===== config.mk =====
export PLATFORM = sky130hd
export DESIGN_NAME = morra_match_driver_flat
export DESIGN_NICKNAME = d
export VERILOG_FILES = /design/src/rtl/morra_pkg.sv /design/src/rtl/morra_match_driver_if.sv /design/src/rtl/morra_lfsr_move.sv /design/src/rtl/morra_match_driver.sv /design/src/flat_wrapper.sv
export SDC_FILE = /design/constraint.sdc
export NUM_CORES = 1
export LEC_CHECK = 0
export CAP_MARGIN = 10
export CORE_UTILIZATION = 55
export DETAILED_ROUTE_END_ITERATION = 8
export GPL_TIMING_DRIVEN = 0
export PLACE_DENSITY = 0.79
export SKIP_LAST_GASP = 1
export SYNTH_ARGS = -nofsm -noshare
export SYNTH_HDL_FRONTEND = slang
export SYNTH_SLANG_ARGS = --single-unit

===== constraint.sdc =====
create_clock -name clk -period 2.1 [get_ports clk]
set_input_delay 0.21 -clock clk [delete_from_list [all_inputs] [get_ports clk]]
set_output_delay 0.21 -clock clk [all_outputs]
set_load 0.02 [all_outputs]

===== src/rtl/morra_pkg.sv =====
// Shared types and constants for the morra-cinese match driver.
// Optional build macro: INVALID_MOVE_EN (invalid-move injection on player 1).
package morra_pkg;

    // Move encoding on the game interface
    typedef enum logic [1:0] {
        MOVE_NONE    = 2'b00,
        MOVE_SASSO   = 2'b01,
        MOVE_CARTA   = 2'b10,
        MOVE_FORBICE = 2'b11
    } move_t;

    // Result encoding shared by manche and partita (00 = none / ongoing)
    typedef enum logic [1:0] {
        RES_NONE = 2'b00,
        RES_G1   = 2'b01,
        RES_G2   = 2'b10,
        RES_TIE  = 2'b11
    } result_t;

    // Driver sequencer states
    typedef enum logic [2:0] {
        ST_IDLE,
        ST_CONFIG,
        ST_PLAY,
        ST_TALLY,
        ST_FINISH
    } state_t;

    // The game adds this offset to the 4-bit config code to get the manche limit
    localparam int MANCHE_MAX_OFS = 4;

    // Manche limit implied by a config code
    function automatic int manche_max(input logic [3:0] code);
        return int'(code) + MANCHE_MAX_OFS;
    endfunction

    // Map two LFSR bits onto a legal move: 00 would be invalid, so fold it onto sasso
    function automatic move_t bits_to_move(input logic [1:0] bits);
        return (bits == 2'b00) ? MOVE_SASSO : move_t'(bits);
    endfunction

endpackage


===== src/rtl/morra_match_driver_if.sv =====
// Player-side bus between the match driver (master) and the morra game (slave).
interface morra_match_driver_if;
    import morra_pkg::*;

    logic    game_reset;
    move_t   g1;
    move_t   g2;
    result_t manche;
    result_t partita;

    modport master (
        output game_reset, g1, g2,
        input  manche, partita
    );

    modport slave (
        input  game_reset, g1, g2,
        output manche, partita
    );
endinterface


===== src/rtl/morra_lfsr_move.sv =====
// 16-bit Fibonacci LFSR (taps 16,14,13,11, shift left) producing one move per step.
// With INVALID_MOVE_EN defined, an instance built with INJECT=1 emits MOVE_NONE
// whenever LFSR[7:4]==4'hF; otherwise the injection logic does not exist.
module morra_lfsr_move
    import morra_pkg::*;
#(
    parameter logic [15:0] SEED = 16'hACE1
`ifdef INVALID_MOVE_EN
    ,
    parameter bit INJECT = 1'b0
`endif
) (
    input  logic  clk,
    input  logic  reset,
    input  logic  step,
    output move_t move
);

    logic [15:0] lfsr_q;
    logic [15:0] lfsr_d;
    logic        feedback;

    // Next LFSR value: advance only when asked, XNOR-free so the seed must be nonzero
    always_comb begin
        feedback = lfsr_q[15] ^ lfsr_q[13] ^ lfsr_q[12] ^ lfsr_q[10];
        lfsr_d   = lfsr_q;
        if (step) begin
            lfsr_d = {lfsr_q[14:0], feedback};
        end
    end

    // LFSR state register, reloaded with the seed on reset
    always_ff @(posedge clk or negedge reset) begin
        if (!reset) begin
            lfsr_q <= SEED;
        end else begin
            lfsr_q <= lfsr_d;
        end
    end

    // Move decode from the low bits, with optional invalid-move injection
    always_comb begin
        move = bits_to_move(lfsr_q[1:0]);
`ifdef INVALID_MOVE_EN
        if (INJECT && (lfsr_q[7:4] == 4'hF)) begin
            move = MOVE_NONE;
        end
`endif
    end

endmodule


===== src/rtl/morra_match_driver.sv =====
// Player-side traffic source for the morra-cinese game: configures the game,
// streams LFSR move pairs, tallies match results over a run of matches and
// flags matches that never conclude within TIMEOUT PLAY cycles.
// Optional build macro: INVALID_MOVE_EN (player 1 occasionally plays 00).
module morra_match_driver
    import morra_pkg::*;
#(
    parameter logic [15:0] SEED1   = 16'hACE1,
    parameter logic [15:0] SEED2   = 16'h1D0F,
    parameter logic [7:0]  TIMEOUT = 8'd64,
    parameter int          CNT_W   = 8
) (
    input  logic                 clk,
    input  logic                 reset,
    input  logic                 start,
    input  logic [CNT_W-1:0]     num_matches,
    input  logic [3:0]           cfg_max,
    morra_match_driver_if.master bus,
    output logic                 busy,
    output logic                 done,
    output logic [CNT_W-1:0]     wins_g1,
    output logic [CNT_W-1:0]     wins_g2,
    output logic [CNT_W-1:0]     draws,
    output logic                 timeout_err
);

    localparam logic [CNT_W-1:0] CNT_ONE = CNT_W'(1);

    state_t           state_q,       state_d;
    logic [7:0]       cnt_q,         cnt_d;
    logic [CNT_W-1:0] remaining_q,   remaining_d;
    logic [3:0]       cfg_q,         cfg_d;
    result_t          result_q,      result_d;
    logic [CNT_W-1:0] wins_g1_q,     wins_g1_d;
    logic [CNT_W-1:0] wins_g2_q,     wins_g2_d;
    logic [CNT_W-1:0] draws_q,       draws_d;
    logic             timeout_err_q, timeout_err_d;
    logic             zero_done_q,   zero_done_d;

    move_t move1;
    move_t move2;
    logic  lfsr_step;

    assign lfsr_step = (state_q == ST_PLAY);

    morra_lfsr_move #(
        .SEED   (SEED1)
`ifdef INVALID_MOVE_EN
        ,
        .INJECT (1'b1)
`endif
    ) u_lfsr1 (
        .clk   (clk),
        .reset (reset),
        .step  (lfsr_step),
        .move  (move1)
    );

    morra_lfsr_move #(
        .SEED   (SEED2)
`ifdef INVALID_MOVE_EN
        ,
        .INJECT (1'b0)
`endif
    ) u_lfsr2 (
        .clk   (clk),
        .reset (reset),
        .step  (lfsr_step),
        .move  (move2)
    );

    // Next-state logic: sequencing, timeout counting and saturating tallies
    always_comb begin
        state_d       = state_q;
        cnt_d         = cnt_q;
        remaining_d   = remaining_q;
        cfg_d         = cfg_q;
        result_d      = result_q;
        wins_g1_d     = wins_g1_q;
        wins_g2_d     = wins_g2_q;
        draws_d       = draws_q;
        timeout_err_d = timeout_err_q;
        zero_done_d   = 1'b0;

        case (state_q)
            ST_IDLE: begin
                if (start) begin
                    wins_g1_d     = '0;
                    wins_g2_d     = '0;
                    draws_d       = '0;
                    timeout_err_d = 1'b0;
                    remaining_d   = num_matches;
                    cfg_d         = cfg_max;
                    // An empty run never leaves IDLE but still reports completion
                    if (num_matches == '0) begin
                        zero_done_d = 1'b1;
                    end else begin
                        state_d = ST_CONFIG;
                    end
                end
            end
            ST_CONFIG: begin
                cnt_d   = '0;
                state_d = ST_PLAY;
            end
            ST_PLAY: begin
                cnt_d = cnt_q + 8'd1;
                // A concluded match wins over a coincident timeout
                if (bus.partita != RES_NONE) begin
                    result_d = bus.partita;
                    state_d  = ST_TALLY;
                end else if (cnt_q == (TIMEOUT - 8'd1)) begin
                    result_d      = RES_NONE;
                    timeout_err_d = 1'b1;
                    state_d       = ST_TALLY;
                end
            end
            ST_TALLY: begin
                case (result_q)
                    RES_G1:  if (wins_g1_q != '1) wins_g1_d = wins_g1_q + CNT_ONE;
                    RES_G2:  if (wins_g2_q != '1) wins_g2_d = wins_g2_q + CNT_ONE;
                    RES_TIE: if (draws_q   != '1) draws_d   = draws_q   + CNT_ONE;
                    default: ;
                endcase
                remaining_d = remaining_q - CNT_ONE;
                state_d     = (remaining_q > CNT_ONE) ? ST_CONFIG : ST_FINISH;
            end
            ST_FINISH: begin
                state_d = ST_IDLE;
            end
            default: begin
                state_d = ST_IDLE;
            end
        endcase
    end

    // Game-side and status outputs decoded from the current state
    always_comb begin
        bus.game_reset = 1'b1;
        bus.g1         = MOVE_NONE;
        bus.g2         = MOVE_NONE;
        busy           = 1'b1;
        done           = 1'b0;

        case (state_q)
            ST_IDLE: begin
                busy = 1'b0;
                done = zero_done_q;
            end
            ST_CONFIG: begin
                bus.g1 = move_t'(cfg_q[3:2]);
                bus.g2 = move_t'(cfg_q[1:0]);
            end
            ST_PLAY: begin
                bus.game_reset = 1'b0;
                bus.g1         = move1;
                bus.g2         = move2;
            end
            ST_FINISH: begin
                done = 1'b1;
            end
            default: ;
        endcase
    end

    // State register with asynchronous active-low reset
    always_ff @(posedge clk or negedge reset) begin
        if (!reset) begin
            state_q       <= ST_IDLE;
            cnt_q         <= '0;
            remaining_q   <= '0;
            cfg_q         <= '0;
            result_q      <= RES_NONE;
            wins_g1_q     <= '0;
            wins_g2_q     <= '0;
            draws_q       <= '0;
            timeout_err_q <= 1'b0;
            zero_done_q   <= 1'b0;
        end else begin
            state_q       <= state_d;
            cnt_q         <= cnt_d;
            remaining_q   <= remaining_d;
            cfg_q         <= cfg_d;
            result_q      <= result_d;
            wins_g1_q     <= wins_g1_d;
            wins_g2_q     <= wins_g2_d;
            draws_q       <= draws_d;
            timeout_err_q <= timeout_err_d;
            zero_done_q   <= zero_done_d;
        end
    end

    assign wins_g1     = wins_g1_q;
    assign wins_g2     = wins_g2_q;
    assign draws       = draws_q;
    assign timeout_err = timeout_err_q;

endmodule

===== src/flat_wrapper.sv =====
// flat-port wrapper written by rule: the top's interface ports become plain ports
module morra_match_driver_flat import morra_pkg::*;
#(
    parameter logic [15:0] SEED1   = 16'hACE1,
    parameter logic [15:0] SEED2   = 16'h1D0F,
    parameter logic [7:0]  TIMEOUT = 8'd64,
    parameter int          CNT_W   = 8
)
  (clk, reset, start, num_matches, cfg_max, busy, done, wins_g1, wins_g2, draws, timeout_err, bus_game_reset, bus_g1, bus_g2, bus_manche, bus_partita);
  morra_match_driver_if bus_i ();
  input  logic clk;
  input  logic reset;
  input  logic start;
  input  logic [CNT_W-1:0] num_matches;
  input  logic [3:0] cfg_max;
  output logic busy;
  output logic done;
  output logic [CNT_W-1:0] wins_g1;
  output logic [CNT_W-1:0] wins_g2;
  output logic [CNT_W-1:0] draws;
  output logic timeout_err;
  output wire logic [$bits(bus_i.game_reset)-1:0] bus_game_reset;
  output wire logic [$bits(bus_i.g1)-1:0] bus_g1;
  output wire logic [$bits(bus_i.g2)-1:0] bus_g2;
  input wire logic [$bits(bus_i.manche)-1:0] bus_manche;
  input wire logic [$bits(bus_i.partita)-1:0] bus_partita;
  assign bus_game_reset = bus_i.game_reset;
  assign bus_g1 = bus_i.g1;
  assign bus_g2 = bus_i.g2;
  assign bus_i.manche = bus_manche;
  assign bus_i.partita = bus_partita;
  morra_match_driver #(.SEED1(SEED1), .SEED2(SEED2), .TIMEOUT(TIMEOUT), .CNT_W(CNT_W)) u_core (.clk(clk), .reset(reset), .start(start), .num_matches(num_matches), .cfg_max(cfg_max), .bus(bus_i), .busy(busy), .done(done), .wins_g1(wins_g1), .wins_g2(wins_g2), .draws(draws), .timeout_err(timeout_err));
endmodule

Word-level counts from Yosys, hierarchy flattened
Cells that the tools add are included.
{"block": "word_totals", "elab_cells": 98, "output_inout_bits": 32, "reg_bits": 83, "in_bits": 19}
{"block": "classes", "n_eq_ne": 22, "n_lt_le_gt_ge": 1, "addsub": 5, "bitwise_logic": 6, "n_reduce_logical": 17, "mux": 35}
{"op": "case mux 8 bit (2 select lines)", "n": 5}
{"op": "two-way mux 8 bit", "n": 8}
{"op": "adder 8 x 1 -> 8 bit, second input constant", "n": 4}
{"op": "inequality test 8 bit, second input constant", "n": 3}
{"op": "AND reduction 4 bit", "n": 4}
{"op": "two-way mux 3 bit", "n": 5}
{"op": "inequality test 2 bit, second input constant", "n": 6}
{"op": "case mux 3 bit (4 select lines)", "n": 1}
{"op": "nonzero test 2 bit", "n": 5}
{"op": "equality test 8 x 6 -> 1 bit, second input constant", "n": 1}
{"op": "> comparator 8 x 1 -> 1 bit, second input constant", "n": 1}
{"op": "zero test 8 bit", "n": 1}
{"op": "two-way mux 1 bit", "n": 8}
{"op": "two-way mux 2 bit", "n": 4}
{"op": "inequality test 2 x 1 -> 1 bit, second input constant", "n": 4}
{"op": "case mux 2 bit (2 select lines)", "n": 2}
{"op": "subtractor 8 x 1 -> 8 bit, second input constant", "n": 1}
{"op": "equality test 3 x 2 -> 1 bit, second input constant", "n": 2}
{"op": "AND reduction 2 bit", "n": 3}
{"op": "bitwise XOR 1 bit", "n": 6}
{"op": "equality test 2 bit, second input constant", "n": 2}
{"op": "zero test 2 bit", "n": 2}
{"op": "case mux 1 bit (2 select lines)", "n": 2}
{"op": "equality test 3 x 1 -> 1 bit, second input constant", "n": 1}
{"op": "other kinds (5)", "n": 5}

Logic depth before layout (Yosys ltp)
{"block": "logic_depth", "word_depth": 4, "ltp_mapped": 7, "mapped_depth_nobuf": 6}

Modules after synthesis
From an unflattened synthesis, not the netlist that was laid out.
{"block": "unflattened", "hier_cells": 367, "hier_area_um2": 4083.9}
{"mod": "morra_match_driver", "instances": 1, "area_each_um2": 2712.6, "cells_per_inst": 287, "seq_area_each_um2": 1276.2}
{"mod": "morra_lfsr_move", "instances": 2, "area_each_um2": 685.7, "cells_per_inst": 40, "seq_area_each_um2": 410.4}

Least setup slack after synthesis
Ideal clock, no wire load.
{"block": "synth_timing", "kind": "register to output", "from": "reg u_core.state_q[0]", "to": "out bus_g1[0]", "n_path_buf": 2, "required_ns": 1.890, "path_slack_ns": 0.271, "t_arrival_ns": 1.619, "stages_incl_launch_ff": 6, "path_cell_list": "dfrtp_1 -> buf_6 -> nor3b_2 -> inv_2 -> clkbuf_1 -> o21ai_0"}
{"block": "synth_via", "elab_chain_cells": 2, "word_cells_on_any_way": 3, "classes_between": "eq/ne: 2; mux: 1"}
{"element": "start, declared", "line_no": "morra_match_driver.sv:29", "source": "state_t state_q, state_d;"}
{"element": "start signal, assigned", "line_no": "morra_match_driver.sv:180", "source": "state_q <= state_d;"}
{"element": "equality test 3 x 2 -> 1 bit / equality test 3 x 1 -> 1 bit (equally long branches)", "line_no": "morra_match_driver.sv:145", "source": "case (state_q)"}
{"element": "case mux 2 bit (2 select lines) *", "line_no": "morra_match_driver.sv:145"}
{"element": "end, declared", "line_no": "flat_wrapper.sv:23", "source": "output wire logic [$bits(bus_i.g1)-1:0] bus_g1;"}
Every way passes the cells marked *; elsewhere a longest branch is shown, timed or not.

Worst setup path after layout
{"block": "layout_timing", "from": "reg u_core.state_q[0]", "to": "reg u_core.wins_g2_q[5] (netlist: u_core.wins_g2[5])"}
{"block": "layout_via", "elab_chain_cells": 3, "word_cells_on_any_way": 8, "classes_between": "eq/ne: 4; mux: 1; reduce/logical: 3"}
{"element": "equality test 3 x 2 -> 1 bit / zero test 3 bit (equally long branches)", "line_no": "morra_match_driver.sv:85", "source": "case (state_q)"}
{"element": "inequality test 2 x 1 -> 1 bit (no source line), or another cell as far along"}
{"element": "AND reduction 4 bit (no source line)"}
{"element": "end signal, assigned", "line_no": "morra_match_driver.sv:186", "source": "wins_g2_q <= wins_g2_d;"}
{"element": "end, declared", "line_no": "morra_match_driver.sv:35", "source": "logic [CNT_W-1:0] wins_g2_q, wins_g2_d;"}
Several ways; a longest one is shown, not always the timed one.
A chain may end at the register's enable or synchronous reset.

==> run summary <==
* relative area change from synthesis to final layout: 21.80%
* number of cells produced by synthesis: 438
* shortest clock period the worst path allows after layout: 1.986 ns
* Finished Cell Area: 4949 um^2
* worst clock skew: 0.01112 ns
* remaining antenna violation count after routing: 0
* vias per std cell: 5.803
* yosys synthesis warning count: 0
* # setup viols final: 0
* adder and majority gate portion of the synthesized area: 1.848%
* critical path arrival: 2.23 ns
* average size of a mapped cell: 9.275 um^2
* setup slack, reg-to-reg: 0.11 ns
* number of hold violations in the final report: 0
* Multi-input gate area: 1828 um^2
* Setup crit end: u_core.wins_g2[5]
* number of unique standard cell types used by synthesis: 58
* number of vias after detailed routing: 3499
* outcome: complete, no violations
* Max-slew headroom: 63.12%
* kind of start point of the critical path: flop
* total die area: 7734 um^2
* startpoint-to-endpoint class of the critical path: reg2reg
* end-of-flow core utilization: 70.88%
* source of the worst register-to-register timing path: u_core.state_q[0]
* Critical R2R Capture: u_core.wins_g2[5]
* unrepaired setup endpoints after global routing: false
* dpl hpwl: 6.278 mm
* number of max-slew violations in the final report: 0
* first-pass GRT wire length: 15.56 mm
* leading cell types in the layout, fill and taps excluded: 135 x sky130_fd_sc_hd__nand2_1, 67 x sky130_fd_sc_hd__dfrtp_1, 40 x sky130_fd_sc_hd__clkdlybuf4s50_1
* number of global-route vias before repair: 3294
* MaxCap Viol Count: 0
* sequential area share after synthesis: 51.62%
* remaining design rule violation count: 0
* Max IR drop VDD: 0.6106 mV
* pin count of the biggest net entering global routing: 70
* worst hold slack: 0.2484 ns
* gr usage total: 26.38%
* count of antenna diodes in the layout: 0
* initial cell density of the core: 58.19%
* number of detailed-route iterations in the first pass: 5
* main combinational cell family by area after synthesis: simple AND/OR/NAND/NOR gates
* proportion of layout cells with a drive suffix above 1: 14.60%
* total routed wirelength: 9.182 mm
* number of nets produced by synthesis: 463
* count of flip-flops with a built-in enable after synthesis: 0
* reported leakage power: 2.311 nW
* later-pin clock latency in the skew report: 0.36 ns
* xor-xnor portion of the synthesized cell area: 1.294%
* GP Congestion: 0.8681
* root buf cell: sky130_fd_sc_hd__clkbuf_8
* total of flip-flops plus latches after synthesis: 83
* gr ovfl total: 0
* core footprint: 6982 um^2
* biggest fanout along the worst timing path: 10
* Max Buffers Root-to-Sink: 2
* fraction of synthesized area in multiplexers: 1.294%
* post-synthesis compound-gate area fraction: 14.75%
* width of the chip: 87.95 um
* I/O pin total: 51
* slowest cell on the critical path: sky130_fd_sc_hd__or3_1
* commonest register cell after synthesis: sky130_fd_sc_hd__dfrtp_1
* die outline height: 87.95 um
* power density relative to cell area: 1111 nW/um^2
* share of the clock period used by the worst path: 94.57%
* Routed WL per cell: 15.23 um
* cells along the critical path: buf_6 -> or3_1 -> nor2_1 -> nor2_1 -> a211o_1
* initial antenna violation count: 0
* Worst Setup SP: u_core.state_q[0]
* netlist area before placement: 4063 um^2
* Post-layout nets: 527
* setup total negative slack: 0 ns
* clock transition time at the flip-flop clock pins of the worst setup and hold paths: 0.09 ns
* Yosys top cell by area: sky130_fd_sc_hd__dfrtp_1
* buffers added on ports: 48
* # clock sinks: 83
* Worst path most repeated cell: sky130_fd_sc_hd__nor2_1
* TritonCTS clock tree: built
* Placed Area: 4688 um^2
* Post-Synth Simple-Gate Area: 25.35%
* worst reg2reg path depth: 5
* endpoint class of the critical path: flop
* number of DRC violations after detailed-routing iteration 0: 267
* most frequent standard cell in the layout excluding fill and tap cells: sky130_fd_sc_hd__nand2_1
* H-tree depth reported by CTS: 3
* Min-Delay Path Class: in2async
* Storage cell area: 2097 um^2
* Final Total Pwr: 5.498 mW
* Tightest Pin Transition: 0.5481 ns
* ranking of synthesized cells by area: sky130_fd_sc_hd__dfrtp_1 41%, sky130_fd_sc_hd__nand2_1 12%, sky130_fd_sc_hd__dfstp_2 10%
* FP Rows: 30
* required time worst endpoint: 2.34 ns
* TritonCTS Buffers: 9
* post-synthesis async set-or-reset flop share: 100.0%
* longest individual stage delay on the worst path: 0.41 ns
* number of fillers in the final layout: 549
* share of Yosys cell area claimed by the top area cell type: 41.27%
* peak clock frequency supported by timing: 503.5 MHz
-- per-stage QoR --
| stage | setup slack [ns] | instances |
|---|---|---|
| after floorplan | 0.2714 | 438 |
| after global placement | -2.110 | 582 |
| after detailed placement | -0.3322 | 583 |
| after CTS | 0.002054 | 603 |
| after global routing | 0.008396 | 603 |
| final | 0.1141 | 603 |
-- cell type report --
| type | count | area share [%] |
|---|---|---|
| clock inverters | 7 | 1.643 |
| well taps | 96 | 2.427 |
| multi-input cells | 323 | 36.94 |
| clock buffers | 9 | 2.503 |
| repair buffers | 53 | 10.57 |
| plain buffers | 20 | 2.630 |
| inverters | 12 | 0.9102 |
| flip-flops and latches | 83 | 42.38 |
-- cell usage after synthesis (2+ instances only) --
master,instances
sky130_fd_sc_hd__mux2i_1,3
sky130_fd_sc_hd__o311a_1,2
sky130_fd_sc_hd__o22ai_1,2
sky130_fd_sc_hd__xnor2_1,6
sky130_fd_sc_hd__a211o_1,3
sky130_fd_sc_hd__buf_4,2
sky130_fd_sc_hd__buf_6,3
sky130_fd_sc_hd__nor3b_1,2
sky130_fd_sc_hd__nand4_1,5
sky130_fd_sc_hd__nor2_1,23
sky130_fd_sc_hd__mux2_2,2
sky130_fd_sc_hd__a31oi_1,2
sky130_fd_sc_hd__a21oi_1,13
sky130_fd_sc_hd__dfrtp_1,67
sky130_fd_sc_hd__o211ai_4,2
sky130_fd_sc_hd__nor4_1,4
sky130_fd_sc_hd__o221a_2,2
sky130_fd_sc_hd__nor2b_1,4
sky130_fd_sc_hd__dfstp_2,16
sky130_fd_sc_hd__and3_1,2
sky130_fd_sc_hd__nand3_1,26
sky130_fd_sc_hd__o21ai_0,23
sky130_fd_sc_hd__clkbuf_1,10
sky130_fd_sc_hd__o31ai_1,6
sky130_fd_sc_hd__or4_1,5
sky130_fd_sc_hd__or3_1,2
sky130_fd_sc_hd__o311ai_0,2
sky130_fd_sc_hd__nand2_1,135
sky130_fd_sc_hd__inv_1,11
sky130_fd_sc_hd__buf_2,5
sky130_fd_sc_hd__a21o_1,3
sky130_fd_sc_hd__nor3_1,7
sky130_fd_sc_hd__o211a_1,2
sky130_fd_sc_hd__o211ai_1,4
sky130_fd_sc_hd__a22o_1,4
sky130_fd_sc_hd__ha_1,6
-- kinds of logic (layout without fill, tap and decap cells) --
kind of cell / Yosys count / in the layout
simple gates: 226 / 226
mux: 5 / 5
compound gates: 80 / 80
buf+inv: 32 / 101
flops: 83 / 83
xor+xnor: 6 / 6
fa+ha+maj: 6 / 6
-- layer usage --
metal | up-vias | global-route usage (%) | routed length, um
met5 | - | 0 | 0
li1 | 1652 | - | -
met3 | 15 | 6.503 | 567
met1 | 1710 | 34.12 | 3882
met4 | 0 | 7.452 | 129
met2 | 122 | 44.26 | 4603
-- worst max-delay path: cells and delay by family (launching register included) --
family	cells	cell delay (ns)
AOI/OAI and AO/OA	1	0.34
buffers and inverters	1	0.14
DFF	1	0.39
and+or+nand+nor	3	1.00
-- registers in the layout, summed over array words and instances (netlist names) --
register,cells
u_core.result_q,2
u_core.wins_g1,8
u_core.remaining_q,8
u_core.u_lfsr1.lfsr_q,16
u_core.cfg_q,4
u_core.timeout_err,1
u_core.cnt_q,8
u_core.u_lfsr2.lfsr_q,16
u_core.zero_done_q,1
u_core.state_q,3
u_core.draws,8
u_core.wins_g2,8
-- how the worst min path moves through the flow --
stage,to,slack [ns]
CTS,u_core.remaining_q[7],0.24
global route,u_core.remaining_q[7],0.26
global placement,u_core.u_lfsr1.lfsr_q[7],0.44
floorplan,u_core.cfg_q[0],-0.09
detailed placement,u_core.wins_g1[5],0.08
finish,u_core.remaining_q[7],0.25
-- report_power, final --
group          internal [mW]  leakage, nW  switching, mW  total, mW
registers               1.86         1.05          0.317       2.17
clock network          0.570        0.107          0.623       1.19
logic                  0.858         1.16           1.27       2.13
-- what timing repair did --
action	CTS	global route
endpoints found under the setup margin	6	9
gates resized for setup	25	11
pin swaps	1	0
buffers inserted	3	0
hold endpoints to repair	14	0
hold buffers	1	0
(Power assumes the default switching activity.)
